## config.mk

```make
export PLATFORM = sky130hd
export DESIGN_NAME = control_unit_flat
export DESIGN_NICKNAME = d
export VERILOG_FILES = /design/src/rtl/control_unit_pkg.sv /design/src/rtl/control_unit_if.sv /design/src/rtl/control_unit_decode.sv /design/src/rtl/control_unit.sv /design/src/flat_wrapper.sv
export SDC_FILE = /design/constraint.sdc
export NUM_CORES = 1
export LEC_CHECK = 0
export CAP_MARGIN = 20
export CORE_MARGIN = 4
export CORE_UTILIZATION = 47
export CTS_BUF_LIST = sky130_fd_sc_hd__clkbuf_4 sky130_fd_sc_hd__clkbuf_8
export DETAILED_ROUTE_END_ITERATION = 8
export PLACE_DENSITY = 0.86
export RECOVER_POWER = 25
export SYNTH_ARGS = -nofsm -noshare
export SYNTH_HDL_FRONTEND = slang
export SYNTH_SLANG_ARGS = --single-unit
```

## constraint.sdc

```tcl
create_clock -name clock -period 2.79 [get_ports clock]
set_clock_uncertainty 0.15 [all_clocks]
set_input_delay 0.558 -clock clock [delete_from_list [all_inputs] [get_ports clock]]
set_output_delay 0.558 -clock clock [all_outputs]
set_load 0.01 [all_outputs]
```

## src/rtl/control_unit_pkg.sv

```systemverilog
// Shared definitions for the hardwired control sequencer: T-state encoding, opcode values
// and the datapath strobe bundle.
package cpu_defs;

  localparam int unsigned OpW = 5;

  typedef enum logic [3:0] {
    StReset,
    StT0,
    StT1,
    StT2,
    StT3,
    StT4,
    StT5,
    StT6,
    StT7,
    StHalt
  } state_t;

  localparam logic [OpW-1:0] OpLd   = 5'b00000;
  localparam logic [OpW-1:0] OpLdi  = 5'b00001;
  localparam logic [OpW-1:0] OpSt   = 5'b00010;
  localparam logic [OpW-1:0] OpAdd  = 5'b00011;
  localparam logic [OpW-1:0] OpSub  = 5'b00100;
  localparam logic [OpW-1:0] OpAnd  = 5'b00101;
  localparam logic [OpW-1:0] OpOr   = 5'b00110;
  localparam logic [OpW-1:0] OpAddi = 5'b01100;
  localparam logic [OpW-1:0] OpNop  = 5'b11010;
  localparam logic [OpW-1:0] OpHalt = 5'b11011;

  typedef struct packed {
    logic pc_out;
    logic pc_in;
    logic inc_pc;
    logic mar_in;
    logic mdr_in;
    logic mdr_out;
    logic md_mux_read;
    logic ram_read;
    logic ram_write;
    logic ir_in;
    logic y_in;
    logic zlow_in;
    logic zlow_out;
    logic cse_out;
    logic gra;
    logic grb;
    logic grc;
    logic r_in;
    logic r_out;
    logic ba_out;
    logic alu_add;
    logic alu_sub;
    logic alu_and;
    logic alu_or;
  } strobes_t;

  // Last T-step of each opcode; nop and unrecognised opcodes end at T2.
  function automatic state_t last_step(input logic [OpW-1:0] op);
    state_t s;
    case (op)
      OpLd, OpSt:                                  s = StT7;
      OpLdi, OpAdd, OpSub, OpAnd, OpOr, OpAddi:    s = StT5;
      default:                                     s = StT2;
    endcase
    return s;
  endfunction

endpackage

```

## src/rtl/control_unit_if.sv

```systemverilog
// Control-unit <-> datapath bundle: master drives strobes and run, slave supplies IR and stop.
interface control_unit_if;
  logic        stop;
  logic [31:0] IR;
  logic        run;
  logic PCout, PCin, IncPC, MARin, MDRin, MDRout, MDMuxread, RAMread, RAMwrite, IRin;
  logic Yin, Zlowin, Zlowout, CSEout, Gra, Grb, Grc, Rin, Rout, BAout;
  logic ADD, SUB, AND, OR;

  modport master (
    input  stop, IR,
    output run, PCout, PCin, IncPC, MARin, MDRin, MDRout, MDMuxread, RAMread, RAMwrite, IRin,
           Yin, Zlowin, Zlowout, CSEout, Gra, Grb, Grc, Rin, Rout, BAout, ADD, SUB, AND, OR
  );

  modport slave (
    output stop, IR,
    input  run, PCout, PCin, IncPC, MARin, MDRin, MDRout, MDMuxread, RAMread, RAMwrite, IRin,
           Yin, Zlowin, Zlowout, CSEout, Gra, Grb, Grc, Rin, Rout, BAout, ADD, SUB, AND, OR
  );
endinterface

```

## src/rtl/control_unit_decode.sv

```systemverilog
// Combinational T-state + opcode to datapath strobe decode; fetch steps ignore the opcode.
module ctrl_decode
  import cpu_defs::*;
(
  input  state_t         state_i,
  input  logic [OpW-1:0] op_i,
  output strobes_t       strobes_o
);

  logic is_mem;
  logic is_alu;

  always_comb begin
    strobes_o = '0;
    // ld/ldi/st form an effective address from the base register plus the constant.
    is_mem = (op_i == OpLd) || (op_i == OpLdi) || (op_i == OpSt);
    is_alu = (op_i == OpAdd) || (op_i == OpSub) || (op_i == OpAnd) || (op_i == OpOr);

    unique case (state_i)
      StT0: begin
        strobes_o.pc_out  = 1'b1;
        strobes_o.mar_in  = 1'b1;
        strobes_o.inc_pc  = 1'b1;
        strobes_o.zlow_in = 1'b1;
      end
      StT1: begin
        strobes_o.zlow_out    = 1'b1;
        strobes_o.pc_in       = 1'b1;
        strobes_o.md_mux_read = 1'b1;
        strobes_o.ram_read    = 1'b1;
        strobes_o.mdr_in      = 1'b1;
      end
      StT2: begin
        strobes_o.mdr_out = 1'b1;
        strobes_o.ir_in   = 1'b1;
      end
      StT3: begin
        if (is_mem) begin
          strobes_o.grb    = 1'b1;
          strobes_o.ba_out = 1'b1;
          strobes_o.y_in   = 1'b1;
        end else if (is_alu || (op_i == OpAddi)) begin
          strobes_o.grb   = 1'b1;
          strobes_o.r_out = 1'b1;
          strobes_o.y_in  = 1'b1;
        end
      end
      StT4: begin
        if (is_mem || (op_i == OpAddi)) begin
          strobes_o.cse_out = 1'b1;
          strobes_o.alu_add = 1'b1;
          strobes_o.zlow_in = 1'b1;
        end else if (is_alu) begin
          strobes_o.grc     = 1'b1;
          strobes_o.r_out   = 1'b1;
          strobes_o.zlow_in = 1'b1;
          strobes_o.alu_add = (op_i == OpAdd);
          strobes_o.alu_sub = (op_i == OpSub);
          strobes_o.alu_and = (op_i == OpAnd);
          strobes_o.alu_or  = (op_i == OpOr);
        end
      end
      StT5: begin
        if ((op_i == OpLd) || (op_i == OpSt)) begin
          strobes_o.zlow_out = 1'b1;
          strobes_o.mar_in   = 1'b1;
        end else if ((op_i == OpLdi) || is_alu || (op_i == OpAddi)) begin
          strobes_o.zlow_out = 1'b1;
          strobes_o.gra      = 1'b1;
          strobes_o.r_in     = 1'b1;
        end
      end
      StT6: begin
        if (op_i == OpLd) begin
          strobes_o.md_mux_read = 1'b1;
          strobes_o.ram_read    = 1'b1;
          strobes_o.mdr_in      = 1'b1;
        end else if (op_i == OpSt) begin
          // MDR loads from the bus, so the mux stays on the bus side.
          strobes_o.gra    = 1'b1;
          strobes_o.r_out  = 1'b1;
          strobes_o.mdr_in = 1'b1;
        end
      end
      StT7: begin
        if (op_i == OpLd) begin
          strobes_o.mdr_out = 1'b1;
          strobes_o.gra     = 1'b1;
          strobes_o.r_in    = 1'b1;
        end else if (op_i == OpSt) begin
          strobes_o.ram_write = 1'b1;
        end
      end
      default: ;
    endcase
  end

endmodule

```

## src/rtl/control_unit.sv

```systemverilog
// Hardwired Moore T-state sequencer: fetch, decode IR[31:27], then per-opcode execute steps.
// Strobes are registered copies of the decode of the next state, so they track the state.
module control_unit
  import cpu_defs::*;
#(
  parameter int unsigned OPW = OpW
) (
  input  logic           clock,
  input  logic           clear,
  control_unit_if.master cu
);

  state_t         state_q, state_d;
  logic [OPW-1:0] op_q, op_d;
  strobes_t       strobes_q, strobes_d;
  logic           run_q, run_d;

  logic unused_ir;
  assign unused_ir = ^cu.IR[31-OPW:0];

  always_comb begin
    state_d = state_q;
    op_d    = op_q;
    unique case (state_q)
      StReset: state_d = StT0;
      StT0:    state_d = StT1;
      StT1:    state_d = StT2;
      StT2: begin
        op_d = cu.IR[31 -: OPW];
        if (op_d == OpHalt) begin
          state_d = StHalt;
        end else if (last_step(op_d) == StT2) begin
          state_d = cu.stop ? StHalt : StT0;
        end else begin
          state_d = StT3;
        end
      end
      StT3, StT4, StT5, StT6, StT7: begin
        if (state_q == last_step(op_q)) begin
          state_d = cu.stop ? StHalt : StT0;
        end else begin
          unique case (state_q)
            StT3:    state_d = StT4;
            StT4:    state_d = StT5;
            StT5:    state_d = StT6;
            default: state_d = StT7;
          endcase
        end
      end
      StHalt:  state_d = StHalt;
      default: state_d = StReset;
    endcase
    if (clear) begin
      state_d = StReset;
    end
    run_d = (state_d != StReset) && (state_d != StHalt);
  end

  ctrl_decode u_decode (
    .state_i   (state_d),
    .op_i      (op_d),
    .strobes_o (strobes_d)
  );

  always_ff @(posedge clock) begin
    if (clear) begin
      state_q   <= StReset;
      op_q      <= '0;
      strobes_q <= '0;
      run_q     <= 1'b0;
    end else begin
      state_q   <= state_d;
      op_q      <= op_d;
      strobes_q <= strobes_d;
      run_q     <= run_d;
    end
  end

  assign cu.run       = run_q;
  assign cu.PCout     = strobes_q.pc_out;
  assign cu.PCin      = strobes_q.pc_in;
  assign cu.IncPC     = strobes_q.inc_pc;
  assign cu.MARin     = strobes_q.mar_in;
  assign cu.MDRin     = strobes_q.mdr_in;
  assign cu.MDRout    = strobes_q.mdr_out;
  assign cu.MDMuxread = strobes_q.md_mux_read;
  assign cu.RAMread   = strobes_q.ram_read;
  assign cu.RAMwrite  = strobes_q.ram_write;
  assign cu.IRin      = strobes_q.ir_in;
  assign cu.Yin       = strobes_q.y_in;
  assign cu.Zlowin    = strobes_q.zlow_in;
  assign cu.Zlowout   = strobes_q.zlow_out;
  assign cu.CSEout    = strobes_q.cse_out;
  assign cu.Gra       = strobes_q.gra;
  assign cu.Grb       = strobes_q.grb;
  assign cu.Grc       = strobes_q.grc;
  assign cu.Rin       = strobes_q.r_in;
  assign cu.Rout      = strobes_q.r_out;
  assign cu.BAout     = strobes_q.ba_out;
  assign cu.ADD       = strobes_q.alu_add;
  assign cu.SUB       = strobes_q.alu_sub;
  assign cu.AND       = strobes_q.alu_and;
  assign cu.OR        = strobes_q.alu_or;

endmodule

```

## src/flat_wrapper.sv

```systemverilog
// flat-port wrapper written by rule: the top's interface ports become plain ports
module control_unit_flat import cpu_defs::*;
#(
  parameter int unsigned OPW = OpW
)
  (clock, clear, cu_stop, cu_IR, cu_run, cu_PCout, cu_PCin, cu_IncPC, cu_MARin, cu_MDRin, cu_MDRout, cu_MDMuxread, cu_RAMread, cu_RAMwrite, cu_IRin, cu_Yin, cu_Zlowin, cu_Zlowout, cu_CSEout, cu_Gra, cu_Grb, cu_Grc, cu_Rin, cu_Rout, cu_BAout, cu_ADD, cu_SUB, cu_AND, cu_OR);
  control_unit_if cu_i ();
  input  logic clock;
  input  logic clear;
  input wire logic [$bits(cu_i.stop)-1:0] cu_stop;
  input wire logic [$bits(cu_i.IR)-1:0] cu_IR;
  output wire logic [$bits(cu_i.run)-1:0] cu_run;
  output wire logic [$bits(cu_i.PCout)-1:0] cu_PCout;
  output wire logic [$bits(cu_i.PCin)-1:0] cu_PCin;
  output wire logic [$bits(cu_i.IncPC)-1:0] cu_IncPC;
  output wire logic [$bits(cu_i.MARin)-1:0] cu_MARin;
  output wire logic [$bits(cu_i.MDRin)-1:0] cu_MDRin;
  output wire logic [$bits(cu_i.MDRout)-1:0] cu_MDRout;
  output wire logic [$bits(cu_i.MDMuxread)-1:0] cu_MDMuxread;
  output wire logic [$bits(cu_i.RAMread)-1:0] cu_RAMread;
  output wire logic [$bits(cu_i.RAMwrite)-1:0] cu_RAMwrite;
  output wire logic [$bits(cu_i.IRin)-1:0] cu_IRin;
  output wire logic [$bits(cu_i.Yin)-1:0] cu_Yin;
  output wire logic [$bits(cu_i.Zlowin)-1:0] cu_Zlowin;
  output wire logic [$bits(cu_i.Zlowout)-1:0] cu_Zlowout;
  output wire logic [$bits(cu_i.CSEout)-1:0] cu_CSEout;
  output wire logic [$bits(cu_i.Gra)-1:0] cu_Gra;
  output wire logic [$bits(cu_i.Grb)-1:0] cu_Grb;
  output wire logic [$bits(cu_i.Grc)-1:0] cu_Grc;
  output wire logic [$bits(cu_i.Rin)-1:0] cu_Rin;
  output wire logic [$bits(cu_i.Rout)-1:0] cu_Rout;
  output wire logic [$bits(cu_i.BAout)-1:0] cu_BAout;
  output wire logic [$bits(cu_i.ADD)-1:0] cu_ADD;
  output wire logic [$bits(cu_i.SUB)-1:0] cu_SUB;
  output wire logic [$bits(cu_i.AND)-1:0] cu_AND;
  output wire logic [$bits(cu_i.OR)-1:0] cu_OR;
  assign cu_i.stop = cu_stop;
  assign cu_i.IR = cu_IR;
  assign cu_run = cu_i.run;
  assign cu_PCout = cu_i.PCout;
  assign cu_PCin = cu_i.PCin;
  assign cu_IncPC = cu_i.IncPC;
  assign cu_MARin = cu_i.MARin;
  assign cu_MDRin = cu_i.MDRin;
  assign cu_MDRout = cu_i.MDRout;
  assign cu_MDMuxread = cu_i.MDMuxread;
  assign cu_RAMread = cu_i.RAMread;
  assign cu_RAMwrite = cu_i.RAMwrite;
  assign cu_IRin = cu_i.IRin;
  assign cu_Yin = cu_i.Yin;
  assign cu_Zlowin = cu_i.Zlowin;
  assign cu_Zlowout = cu_i.Zlowout;
  assign cu_CSEout = cu_i.CSEout;
  assign cu_Gra = cu_i.Gra;
  assign cu_Grb = cu_i.Grb;
  assign cu_Grc = cu_i.Grc;
  assign cu_Rin = cu_i.Rin;
  assign cu_Rout = cu_i.Rout;
  assign cu_BAout = cu_i.BAout;
  assign cu_ADD = cu_i.ADD;
  assign cu_SUB = cu_i.SUB;
  assign cu_AND = cu_i.AND;
  assign cu_OR = cu_i.OR;
  control_unit #(.OPW(OPW)) u_core (.clock(clock), .clear(clear), .cu(cu_i));
endmodule
```

* Word-level counts from Yosys, hierarchy flattened
Memory sizes are Yosys's and may differ from the RTL's. A register that Yosys moved wholly into a read port is not among the register bits.
Index checks and enable logic that the tools add are counted.
** Cells by class
- Multiplexer cells :: 45
- Equal/unequal tests :: 28
- Reduce and logical (&&, ||, !) cells :: 19
- Bitwise operators :: 4
** Operators by type and width (count)
- $mux 4 :: 12
- $eq 4x3->1 const B :: 8
- $pmux 4 s6 :: 1
- $eq 4x2->1 const B :: 5
- $mux 1 :: 20
- $eq 5x3->1 const B :: 3
- $eq 4x4->1 const B :: 3
- $pmux 1 s2 :: 6
- $pmux 4 s3 :: 1
- $eq 5x2->1 const B :: 2
- $logic_or 1x1->1 :: 10
- $eq 4x1->1 const B :: 2
- $pmux 1 s3 :: 2
- $reduce_or 2->1 :: 3
- $eq 5x1->1 const B :: 1
- $eq 5x4->1 const B :: 1
- $eq 5x5->1 const B :: 1
- $logic_not 5->1 :: 1
- $mux 5 :: 1
- $reduce_or 5->1 :: 1
- $eq 4x4->1 :: 1
- $logic_not 4->1 :: 1
- $ne 4x4->1 const B :: 1
- $not 1->1 :: 4
- other kinds (5) :: 5
** Word-level totals
- Bits in read-only memories :: 128
- Memories kept :: 2
- Flip-flop bits (word level) :: 32
- Output and inout bits :: 25
** Memories
- (no name shown) :: depth 16, bits a word 4, rd ports 1, clocked after memory_dff 0, wr ports 0, RTL line control_unit_pkg.sv:61 : case (op)
- (no name shown) :: depth 16, bits a word 4, rd ports 1, clocked after memory_dff 1, wr ports 0, RTL line control_unit_pkg.sv:61

* Longest topological paths before layout
An unclocked memory read counts as a cell.
- Word-level depth :: 12
- Depth in mapped cells :: 9
- Gate-level depth less buffers :: 7

* Modules after synthesis
A second synthesis with hierarchy kept.
** Unflattened totals
- Cells, all modules :: 223
- Area, all modules :: 1959.4 sq um
** By module, submodules not included
- control_unit :: seq. area each 760.7 sq um, times used 1, area an instance 1481.4 sq um, cells an instance 153
- ctrl_decode :: seq. area each 0.0 sq um, times used 1, area an instance 478.0 sq um, cells an instance 70

* Worst setup path after synthesis
Ideal clock, no wire load.
- Kind :: reg-to-reg
- Start :: register u_core.state_q[2]
- End :: register u_core.strobes_q (netlist bit u_core.cu.Rout)
- Setup slack :: 0.531 ns
- Period minus slack after synthesis :: 2.259 ns
- Data required time :: 2.566 ns
- Data arrival time :: 2.035 ns
- Cell stages (with the launch flop) :: 10
- Cell sequence :: dfxtp_1 > buf_6 > nor4bb_1 > clkbuf_1 > mux2i_1 > nand2b_1 > or4_4 > buf_6 > o21a_1 > o22ai_2
** On the way
- Cells in the longest elaborated chain, start to end :: 10
- Elaborated cells on any way between the ends :: 42
- Classes of those cells :: eq/ne: 20; mux: 12; reduce/logical: 10
** Ends and longest elaborated chain
- start: declaration :: RTL line control_unit.sv:13 : state_t state_q, state_d;
- start signal: assignment :: RTL line control_unit.sv:67 : state_q <= StReset;
- start signal: assignment :: RTL line control_unit.sv:72 : state_q <= state_d;
- branches (longest 9 deep; another with $pmux 4 s6)
- $pmux 1 s3 (*) :: RTL line control_unit_decode.sv:19 : unique case (state_i)
- end signal: assignment :: RTL line control_unit.sv:74 : strobes_q <= strobes_d;
- end: declaration :: RTL line control_unit.sv:15 : strobes_t strobes_q, strobes_d;
Mark *: on every way between the ends.
A chain may end at the register's enable or synchronous reset.

* Worst setup path after layout
- Start :: register u_core.state_q[1]
- End :: register u_core.strobes_q (netlist bit u_core.cu.Rout)
Same word-level chain as after synthesis.

==> out/summary.md <==
The final core utilization came out at 0.631. Measured along the y axis, the die boundary spans 69.8 um. Using the TritonRoute via totals, the vias-per-cell ratio works out to 5.70. The tools report the initial core utilization as 0.490.

The cell count after synthesis came out at 200. The critical path launch point was u_core.state_q[1]. Clock-pin slew was measured on the worst setup and hold paths at 70 ps. Number of enable flip-flop cells after synthesis: 0. The floorplan step set the die width to 69.8 um. Die footprint: 4870 um^2.

Across the run, the number of max-cap violations was 0. During placement, the flow inserted port buffers numbering 32. Measured slew at the worst slew-check pin: 579 ps.

Share of cells above drive strength 1: 0.157. Grouping stages by cell kind, the critical path spends the most delay in simple AND/OR/NAND/NOR gates. Worst setup path endpoint: u_core.cu.Rout. The tools report the portion of the post-synthesis area used by sequential elements as 0.391.

STA puts the critical path data arrival time at 2540 ps. The number of iterations in the first detailed-routing pass is 4. Highest fanout seen on the critical path: 14. Entering global routing, the biggest net connects 15 pins.

The library cell used most frequently in the layout, excluding fill and tap cells, is dfxtp_1. For the worst max-slew margin expressed relative to the limit, the log shows 0.614. The tools report the aggregate routed wire length as 4.08 mm. The total of flip-flops plus latches after synthesis came out at 35.

The first global-routing pass estimated 6.90 mm of wire. After clock tree synthesis, the flow added hold-fix buffers numbering 0. TritonCTS built the clock tree. The class of the worst hold path is reg2reg.

Number of cells on the worst hold path: 2. Among all stages on the critical path, the largest delay is contributed by dfxtp_1. Once layout is done, the placed cells without fillers occupy 2310 um^2. Counting the fill cells in the layout gives 316.

In this run the number of H-tree levels came out at 2. The number of cell instances on the worst register-to-register path came out at 6. The proportion of register bits with asynchronous set or reset after synthesis was 0. The via count of the first global-routing pass is 1528, and the minimum period implied by the final worst setup slack is 2470 ps. The highest routed metal layer is met4.

The run gives 2860 ps as the data required time of the worst path. The maximum operating frequency was 404 MHz. In the layout the commonest cells are dfxtp_1, nor2_1, clkdlybuf4s50_1. The logs give 5 for the TritonCTS buffer count and 1.96 mm for the routed wire length on met2. On the worst path, the slowest cell contributes a delay of 690 ps.

The critical path crosses 6 cells after its start point. At the end of routability-driven placement, the weighted congestion stood at 0.925. The number of antenna violations at the first check in global routing is 0. Traced cell by cell, the critical path runs through nor4bb_1, mux2i_1, nand2b_1, or4_4, o21a_1, o22ai_2. The clock sink total came out at 35. The worst setup path is captured at a flop. After detailed routing, the average wire length per cell comes to 14.1 um. The detailed router placed 1654 vias in this run. The met1 routed wirelength after detailed routing came out at 1.77 mm. The synthesized netlist occupies a cell area of 1790 um^2. The clock network latency to the later pin of the worst-skew pair is 290 ps, and the count of routing violations after the opening detailed-route iteration is 61. The peak supply drop is 0.000297 V, and the setup-violating endpoint count in the final report is 0. Once detail routing completed, the nets flagged for antenna violations numbered 0.

Max-slew violation count: 0. The logs give 263 um for the routed length on met3 and 0 for the final number of hold-violating endpoints. The setup path with the least slack is of type reg2reg.

The power per cell area came out at 674 nW/um^2. 0 antenna diodes ended up in the layout. The final routed DRC violation total was 0. The total congestion overflow is 0, and the summed negative setup slack over all endpoints is 0 ps.

The final layout contains 276 nets. The prevailing post-synth register cell is dfxtp_1. The placeable core region was 3660 um^2. 60 I/O pins were placed. The cell sitting at the root of the clock tree is a clkbuf_8.

Average cell area after synthesis: 8.96 um^2. Counting both buffers and inverters, the worst setup path holds a total of 0. The Yosys step of the flow raised 0 warnings. Final clock period utilization by the worst path: 0.887. The run finished with clean final reports.

The unique cell type count in the Yosys netlist was 61; the worst-case clock buffer depth was 2. The tools report the post-placement cell area as 2200 um^2. Summed over all cells, the static leakage comes to 0.923 nW.

Post-CTS timing repair inserted 0 buffers for setup. The number of nets handed over by synthesis was 235. The worst register-to-register path ends at u_core.cu.Rout.

Startpoint type of the worst setup path: a flop. Once the clock tree was built, the resizer swapped 0 gates to a different size. The run gives 3.04 mm as the sum of net half-perimeters after detailed placement.

The tools report the total routing resource utilization after global routing as 0.174. Setup repair after global routing left no endpoint under its margin. The minimum setup slack among reg-to-reg paths is 320 ps.

The run gives 22 as the total number of placement rows. The synthesis-to-finish area growth came out at 28.8%. Source of the worst register-to-register timing path: u_core.state_q[1].
## kinds of logic (layout without fill, tap and decap cells)
| kind of cell | Yosys count | in the layout | share of synthesized area |
|---|---|---|---|
| AOI/OAI and AO/OA | 54 | 54 | 0.221 |
| and+or+nand+nor | 78 | 78 | 0.251 |
| muxes | 5 | 5 | 0.0293 |
| DFF | 35 | 35 | 0.391 |
| buffers and inverters | 21 | 63 | 0.0684 |
| xor gates and xnor gates | 6 | 6 | 0.0335 |
| adders and majority gates | 1 | 1 | 0.00558 |
## tightest hold or removal path: stages (launching register included)
cell	delay, ps
dfxtp_1	400
mux2i_1	210
nor2_1	70
## layer usage
layer,vias up,global-route usage
met5,-,0
met4,0,0.0894
met3,10,0.0478
met2,53,0.284
met1,778,0.207
li1,813,-
## per-stage QoR
step | hold WS (ps) | worst slack [ps] | total power, mW | cells
2_1_floorplan | 464 | 531 | 0.945 | 200
4_1_cts | 570 | 328 | 1.57 | 290
6_report | 586 | 316 | 1.56 | 290
5_1_grt | 624 | 1.01 | 1.64 | 290
3_5_place_dp | 528 | 105 | 1.12 | 282
3_3_place_gp | 528 | 143 | 1.11 | 282
## how the worst min path moves through the flow
stage | from | slack [ps] | end
after floorplan | u_core.op_q[2] | 460 | u_core.op_q[2]
after global placement | u_core.op_q[4] | 530 | u_core.op_q[4]
after detailed placement | u_core.op_q[4] | 530 | u_core.op_q[4]
after CTS | u_core.op_q[4] | 570 | u_core.op_q[4]
after global routing | u_core.op_q[4] | 620 | u_core.op_q[4]
final | u_core.op_q[4] | 590 | u_core.op_q[4]
## cells in the mapped netlist, types with 2 or more instances
library cell   n  area share
a211oi_1       2      0.0084
a21o_1         2      0.0084
a21oi_1       12       0.033
a31oi_1        2      0.0070
and3_1         2      0.0070
buf_2          2      0.0056
buf_4          5       0.021
buf_6          3       0.019
clkbuf_1       4      0.0084
dfxtp_1       35        0.39
inv_1          6       0.013
mux2i_1        3       0.017
nand2_1       17       0.036
nand2b_1       3       0.010
nand3_1        6       0.017
nand3b_1       4       0.017
nor2_1        20       0.042
nor2b_1        2      0.0070
nor3_1         4       0.011
nor3_2         3       0.017
nor4_1         2      0.0070
o21a_1         2      0.0084
o21ai_0        9       0.025
o21ai_1        2      0.0056
o221ai_1       3       0.015
o22ai_1        4       0.014
o22ai_2        2       0.014
o31ai_1        2      0.0084
or3_1          2      0.0070
xnor2_1        2      0.0098
xor2_1         3       0.015
## power breakdown
group	switching, mW	leakage (nW)	internal, mW
registers	0.0671	0.285	0.560
clock network	0.183	0.0581	0.266
logic	0.248	0.580	0.231
total	0.498	0.923	1.06
## area by class of cell
cell class	count	area [um^2]	share of cell area
tap	48	60.1	0.0260
clock buffer	5	68.8	0.0298
clock inverter	3	43.8	0.0190
multi-input combinational	144	970	0.420
sequential	35	701	0.303
timing repair buffer	48	440	0.191
inverter	7	26.3	0.0114
(Power assumes the default switching activity.)
